<file path="config.mk">
export PLATFORM = sky130hd
export DESIGN_NAME = uart_report_time
export DESIGN_NICKNAME = d
export VERILOG_FILES = /design/src/rtl/uart_report_time.sv
export SDC_FILE = /design/constraint.sdc
export NUM_CORES = 1
export LEC_CHECK = 0
export BUFFER_PORTS_ARGS = -buffer_cell sky130_fd_sc_hd__buf_2
export CELL_PAD_IN_SITES_DETAIL_PLACEMENT = 1
export CELL_PAD_IN_SITES_GLOBAL_PLACEMENT = 1
export CORE_ASPECT_RATIO = 1.2
export CORE_MARGIN = 2
export CORE_UTILIZATION = 42
export CTS_CLUSTER_DIAMETER = 150
export CTS_CLUSTER_SIZE = 30
export DETAILED_ROUTE_END_ITERATION = 10
export GPL_TIMING_DRIVEN = 0
export PLACE_DENSITY_LB_ADDON = 0.1
export SKIP_CTS_REPAIR_TIMING = 1
export SYNTH_ARGS = -nofsm -noshare
export SYNTH_HDL_FRONTEND = slang
export SYNTH_SLANG_ARGS = --single-unit
</file>
<file path="constraint.sdc">
create_clock -name clk -period 5.6 [get_ports clk]
set_input_delay 1.12 -clock clk [delete_from_list [all_inputs] [get_ports clk]]
set_output_delay 1.12 -clock clk [all_outputs]
set_load 0.02 [all_outputs]
</file>
<file path="src/rtl/uart_report_time.sv">
// Purpose: serialises a 19-byte "YY-MM-DD HH:MM:SS\r\n" time report onto an 8N1 UART line.
// Latency: request in cycle N -> start bit on uart_tx in cycle N+1; report lasts 190*BAUD_DIV cycles.
// Backpressure: requests while busy fold into one pending flag; that report starts the cycle after done.
// Ports: clk/rst (sync, active-high); time_now/date_now BCD inputs; report_req/auto_en request sources;
//        uart_tx serial line (idle high); busy covers the whole report; done pulses once after the last stop bit.
module uart_report_time #(
    parameter int CLK_FREQ = 50_000_000,
    parameter int BAUD     = 115200
) (
    input  logic        clk,
    input  logic        rst,
    input  logic [23:0] time_now,
    input  logic [31:0] date_now,
    input  logic        report_req,
    input  logic        auto_en,
    output logic        uart_tx,
    output logic        busy,
    output logic        done
);

    localparam int BAUD_DIV = CLK_FREQ / BAUD;
    localparam int CNT_W    = (BAUD_DIV > 2) ? $clog2(BAUD_DIV) : 1;
    localparam logic [CNT_W-1:0] CNT_LAST  = CNT_W'(BAUD_DIV - 1);
    localparam logic [4:0]       LAST_BYTE = 5'd18;

    typedef enum logic [1:0] {IDLE, START, DATA, STOP} state_t;

    // BCD digit to ASCII; anything that is not a decimal digit shows as '?'.
    function automatic logic [7:0] nib_ascii(input logic [3:0] n);
        return (n > 4'd9) ? 8'h3F : {4'h3, n};
    endfunction

    // Character at position idx of the report; d holds {year, month, day}.
    function automatic logic [7:0] report_char(input logic [4:0]  idx,
                                               input logic [23:0] t,
                                               input logic [23:0] d);
        logic [7:0] c;
        case (idx)
            5'd0:    c = nib_ascii(d[23:20]);
            5'd1:    c = nib_ascii(d[19:16]);
            5'd2:    c = 8'h2D;
            5'd3:    c = nib_ascii(d[15:12]);
            5'd4:    c = nib_ascii(d[11:8]);
            5'd5:    c = 8'h2D;
            5'd6:    c = nib_ascii(d[7:4]);
            5'd7:    c = nib_ascii(d[3:0]);
            5'd8:    c = 8'h20;
            5'd9:    c = nib_ascii(t[23:20]);
            5'd10:   c = nib_ascii(t[19:16]);
            5'd11:   c = 8'h3A;
            5'd12:   c = nib_ascii(t[15:12]);
            5'd13:   c = nib_ascii(t[11:8]);
            5'd14:   c = 8'h3A;
            5'd15:   c = nib_ascii(t[7:4]);
            5'd16:   c = nib_ascii(t[3:0]);
            5'd17:   c = 8'h0D;
            default: c = 8'h0A;
        endcase
        return c;
    endfunction

    state_t           state_q, state_d;
    logic [CNT_W-1:0] baud_q, baud_d;
    logic [2:0]       bit_q, bit_d;
    logic [4:0]       byte_q, byte_d;
    logic             pending_q, pending_d;
    logic [7:0]       prev_sec_q, prev_sec_d;
    logic [23:0]      snap_time_q, snap_time_d;
    logic [23:0]      snap_date_q, snap_date_d;
    logic             tx_q, tx_d;
    logic             busy_q, busy_d;
    logic             done_q, done_d;

    logic             req;
    logic             bit_end;
    logic [2:0]       bit_nx;
    logic [7:0]       cur_byte;

    // The weekday field is not part of the report.
    logic unused_weekday;
    assign unused_weekday = ^date_now[7:0];

    assign req      = report_req | (auto_en & (time_now[7:0] != prev_sec_q));
    assign bit_end  = (baud_q == CNT_LAST);
    assign bit_nx   = bit_q + 3'd1;
    assign cur_byte = report_char(byte_q, snap_time_q, snap_date_q);

    always_comb begin
        state_d     = state_q;
        baud_d      = baud_q;
        bit_d       = bit_q;
        byte_d      = byte_q;
        pending_d   = pending_q;
        snap_time_d = snap_time_q;
        snap_date_d = snap_date_q;
        tx_d        = tx_q;
        busy_d      = busy_q;
        done_d      = 1'b0;
        // Tracked every cycle so that raising auto_en never sees a stale second.
        prev_sec_d  = time_now[7:0];

        // Outside IDLE a request can only be remembered; repeats merge into one.
        if (state_q != IDLE && req) begin
            pending_d = 1'b1;
        end

        case (state_q)
            IDLE: begin
                // Also covers the done cycle, so a request there is never lost.
                if (req || pending_q) begin
                    state_d     = START;
                    tx_d        = 1'b0;
                    busy_d      = 1'b1;
                    baud_d      = '0;
                    bit_d       = '0;
                    byte_d      = '0;
                    pending_d   = 1'b0;
                    snap_time_d = time_now;
                    snap_date_d = date_now[31:8];
                end
            end
            START: begin
                if (bit_end) begin
                    baud_d  = '0;
                    state_d = DATA;
                    tx_d    = cur_byte[0];
                end else begin
                    baud_d = baud_q + CNT_W'(1);
                end
            end
            DATA: begin
                if (bit_end) begin
                    baud_d = '0;
                    if (bit_q == 3'd7) begin
                        state_d = STOP;
                        bit_d   = '0;
                        tx_d    = 1'b1;
                    end else begin
                        bit_d = bit_nx;
                        tx_d  = cur_byte[bit_nx];
                    end
                end else begin
                    baud_d = baud_q + CNT_W'(1);
                end
            end
            STOP: begin
                if (bit_end) begin
                    baud_d = '0;
                    if (byte_q < LAST_BYTE) begin
                        byte_d  = byte_q + 5'd1;
                        state_d = START;
                        tx_d    = 1'b0;
                    end else begin
                        byte_d  = '0;
                        state_d = IDLE;
                        busy_d  = 1'b0;
                        done_d  = 1'b1;
                    end
                end else begin
                    baud_d = baud_q + CNT_W'(1);
                end
            end
        endcase
    end

    always_ff @(posedge clk) begin
        if (rst) begin
            state_q     <= IDLE;
            baud_q      <= '0;
            bit_q       <= '0;
            byte_q      <= '0;
            pending_q   <= 1'b0;
            prev_sec_q  <= time_now[7:0];
            snap_time_q <= '0;
            snap_date_q <= '0;
            tx_q        <= 1'b1;
            busy_q      <= 1'b0;
            done_q      <= 1'b0;
        end else begin
            state_q     <= state_d;
            baud_q      <= baud_d;
            bit_q       <= bit_d;
            byte_q      <= byte_d;
            pending_q   <= pending_d;
            prev_sec_q  <= prev_sec_d;
            snap_time_q <= snap_time_d;
            snap_date_q <= snap_date_d;
            tx_q        <= tx_d;
            busy_q      <= busy_d;
            done_q      <= done_d;
        end
    end

    assign uart_tx = tx_q;
    assign busy    = busy_q;
    assign done    = done_q;

endmodule

</file>
---- Word level (Yosys, flattened, before mapping) ----
Cells that the tools add are included.
word-level totals
  output and inout port bits .............. 3
  register bits ........................... 79
  word-level logic and storage cells ...... 127
  input bits .............................. 60
operators by class
  bitwise operators ....................... 4
  mux-type cells .......................... 48
  eq/ne operators ......................... 30
  magnitude comparators ................... 14
  add/subtract/negate cells ............... 3
  reductions and logical operators ........ 17
operators with widths
  cell                   count
  $pmux W6 S16           1
  $gt A4 B4 Y1 const B   12
  $mux W4                12
  $eq A5 B4 Y1 const B   8
  $eq A5 B3 Y1 const B   4
  $mux W9                2
  $pmux W9 S2            1
  $mux W1                15
  $mux W5                3
  $ne A2 B2 Y1 const B   7
  $eq A5 B2 Y1 const B   2
  $eq A5 B5 Y1 const B   2
  $mux W2                5
  $pmux W5 S2            1
  $reduce_and A5 Y1      2
  $add A9 B1 Y9 const B  1
  $eq A9 B9 Y1 const B   1
  $mux W3                3
  $ne A8 B8 Y1           1
  $pmux W2 S4            1
  $pmux W3 S2            1
  $reduce_and A3 Y1      2
  $reduce_bool A2 Y1     3
  $reduce_or A3 Y1       2
  other kinds (21)       24

---- Longest topological paths before layout ----
  depth in word-level cells ............... 8
  depth in mapped cells ................... 10

---- Worst setup path after synthesis ----
OpenSTA, ideal clock, no wires.
  path type ............................... input -> register
  from .................................... input port time_now[1]
  to ...................................... register snap_date_q[15]
  buffers on the path ..................... 2
  setup time .............................. 0.071 ns
  cell stages on the path ................. 8
  required time ........................... 5.529 ns
  setup slack ............................. 3.017 ns
  data arrival time ....................... 2.512 ns
  path through ............................ xnor2_1 nand4_1 o21a_1 o31ai_1 buf_2 buf_2 nand2_1 a21oi_1
on the way
  cells in the longest elaborated chain, start to end .. 5
ends and longest elaborated chain
  item                         line  RTL
  start, declared              12    input logic [23:0] time_now,
  $ne A8 B8 Y1                 83    assign req = report_req | (auto_en & (time_now[7:0] != prev_sec_q));
  $and A1 B1 Y1                83
  $or A1 B1 Y1                 83
  $logic_or A1 B1 Y1           110   if (req || pending_q) begin
  $reduce_and A2 Y1 (no line)  -
  end signal, assigned         187   snap_date_q <= snap_date_d;
  end, declared                69    logic [23:0] snap_date_q, snap_date_d;
Every way passes these cells.
A chain may end at the register's enable or synchronous reset.

---- Worst setup path in the final report ----
  from .................................... input port time_now[5]
  to ...................................... register snap_date_q[15]
The elaborated chain is that of the path after synthesis.

==> results.json <==
{
  "cp.required_ns": 5.87,
  "drive_gt1_share_pct": 16.7,
  "critPathLaunch": "time_now[5]",
  "wirelength_um": 13000,
  "worst-path-max-fanout": 10,
  "clockBufferDepth": 2,
  "diodes": 0,
  "fin_setup_tns_ns": 0,
  "synthCells": 528,
  "r2r_start": "byte_q[1]",
  "synthToLayoutAreaGrowth_pct": 17.4,
  "dr.first_iter.drc_count": 152,
  "path_class": "primary input to flop",
  "dp_slack_ns": 2.24,
  "synth-seq-cells": 79,
  "antenna_found_initial": 0,
  "cts-root-buf": "clkbuf_16",
  "reg2reg_setup_slack_ns": 2.70,
  "synth-xor-area-share_pct": 3.76,
  "gp_routability_congestion": 0.988,
  "yosysTopAreaCellShare_pct": 37.7,
  "synth_area_um2": 4190,
  "status": "finished clean",
  "cts_buffers": 9,
  "synthMostInstantiatedCell": "nand2_1",
  "dieArea_um2": 10800,
  "die_h_um": 113,
  "slew_headroom_pct": 58.8,
  "clk_latency_ns": 0.34,
  "cap_violations": 0,
  "crit_arrival_ns": 3.24,
  "rsz0062_at_grt": "false",
  "grt_pass1_wl_um": 21300,
  "path_cells": "buf_2 > xnor2_1 > nand4_1 > o21a_1 > o31ai_1 > buf_2 > buf_2 > nand2_1 > a21oi_1",
  "max_stage_delay_ns": 0.51,
  "hold_class": "flop to flop",
  "start_util_pct": 43.6,
  "grt_max_degree": 16,
  "vdd_drop_max_mv": 0.170,
  "synth.area.top_cells": "dfxtp_1 38%, a21oi_1 10%, nand2_1 9.5%",
  "cts_tree": "built",
  "fin_area_um2": 4920,
  "setup_violations": 0,
  "clock_sinks": 79,
  "firstDrtPassIters": 4,
  "vias": 4055,
  "synth-compound-area-share_pct": 24.8,
  "finalHoldViolCount": 0,
  "rows": 39,
  "synth_commonest_cells": "106 x nand2_1, 87 x a21oi_1, 79 x dfxtp_1",
  "synth_adder_area_share_pct": 4.18,
  "p_leak_nw": 1.86,
  "synth_cell_types": 68,
  "grt-ovfl-total": 0,
  "viasPerCell": 5.62,
  "endpoint": "snap_date_q[15]",
  "fin_crit_sh_pct": 53.0,
  "report.final.slew_viol_count": 0,
  "routedWlPerCell_um": 18.0,
  "syn_area_per_cell_um2": 7.94,
  "yosysWarnings": 0,
  "ant_nets": 0,
  "grt_pass1_vias": 4234,
  "r2r_end": "uart_tx",
  "nets": 667,
  "synth-edff-count": 0,
  "synth_mux_area_share_pct": 1.94,
  "portBuffers": 54,
  "seq_area_frac_synth_pct": 37.7,
  "rr_worst_depth": 10,
  "cp-end-kind": "flop",
  "start_kind": "primary input",
  "place_hpwl_um": 9750,
  "setup_ws_ns": 2.63,
  "path_clk_slew_ns": 0.06,
  "core-area_um2": 9610,
  "powerDensity_nw_per_um2": 448,
  "die_x_um": 95.2,
  "yosys.area_share.simple_pct": 21.6,
  "synth_ff_type": "dfxtp_1",
  "async_flop_share_pct": 0,
  "io_pins": 63,
  "fin_total_pwr_mw": 2.21,
  "period_minus_slack_ns": 2.97,
  "cpMaxStageDelayCell": "o31ai_1",
  "cp_common_cell": "buf_2",
  "final_util_pct": 51.2,
  "max_clock_freq_mhz": 337,
  "cts_max_level": 3,
  "clock_skew_ns": 0.00593,
  "post_dp_cell_area_um2": 4620,
  "yosys.area.top_type": "dfxtp_1",
  "drc": 0,
  "synth_top_family_by_area": "compound AO/OA/AOI/OAI gates",
  "syn-num-nets": 602,
  "max_slew.worst_pin.slew_ns": 0.602,
  "track_usage_pct": 25.4
}
[layout by cell type, fill, tap and decap left out, drive strengths merged, types with 4 or more instances in the layout]
cell type,netlist,layout
a21oi,87,87
ha,14,14
or4bb,5,5
o21ai,18,18
buf,15,69
nand4,5,5
nand3,6,6
a211oi,11,11
clkbuf,16,25
nor4,6,6
nor2,27,27
mux2i,7,7
dfxtp,79,79
nand2,107,107
inv,26,29
nand2b,4,4
o22ai,9,9
xnor2,17,17
[power breakdown]
group	total, mW	internal [mW]	switching [mW]
clock network	0.612	0.352	0.261
logic	0.816	0.293	0.522
registers	0.779	0.671	0.108
[metal layers]
| layer | GRT usage [%] | wire length, µm |
|---|---|---|
| met1 | 30.3 | 5690 |
| met2 | 45.5 | 6530 |
| met5 | 0 | 0 |
| met4 | 10.3 | 324 |
| met3 | 3.17 | 410 |
[worst max-delay path: cells and delay by family]
family	cells	cell delay, ns
buffers and inverters	3	0.75
AND/OR/NAND/NOR	2	0.24
AO/OA/AOI/OAI	3	0.96
XOR/XNOR	1	0.16
[layout make-up]
class | instances | area (µm²)
plain buffers | 31 | 154
clock buffers | 9 | 225
clock inverters | 7 | 80.1
fillers | 1194 | 4690
inverters | 26 | 97.6
multi-input cells | 392 | 2360
flip-flops and latches | 79 | 1580
well taps | 123 | 154
repair buffers | 54 | 270
[state kept, by name, indices dropped and copies added, names as in the netlist]
name	flops
state_q	2
prev_sec_q	8
snap_time_q	24
busy	1
bit_q	3
done	1
uart_tx	1
baud_q	9
byte_q	5
pending_q	1
snap_date_q	24
[per-stage QoR]
step / hold WS (ns) / instances
finish: 0.456 / 721
global route: 0.491 / 721
CTS: 0.457 / 721
detailed placement: 0.448 / 705
global placement: 0.445 / 705
floorplan: 0.433 / 528
[cell families after synthesis]
group           after synthesis
xor+xnor                     18
compound gates              165
mux                           8
simple gates                187
flops                        79
fa+ha+maj                    14
buf+inv                      57
[worst min-delay path by stage]
stage                               start               to  slack (ns)  cells after the start
after global routing       snap_date_q[8]   snap_date_q[8]        0.49                      2
after detailed placement  snap_time_q[16]  snap_time_q[16]        0.45                      2
after CTS                 snap_time_q[16]  snap_time_q[16]        0.46                      2
after global placement     snap_date_q[8]   snap_date_q[8]        0.45                      2
after floorplan            snap_date_q[0]   snap_date_q[0]        0.43                      2
final                     snap_time_q[16]  snap_time_q[16]        0.46                      2
(Power assumes the default switching activity.)
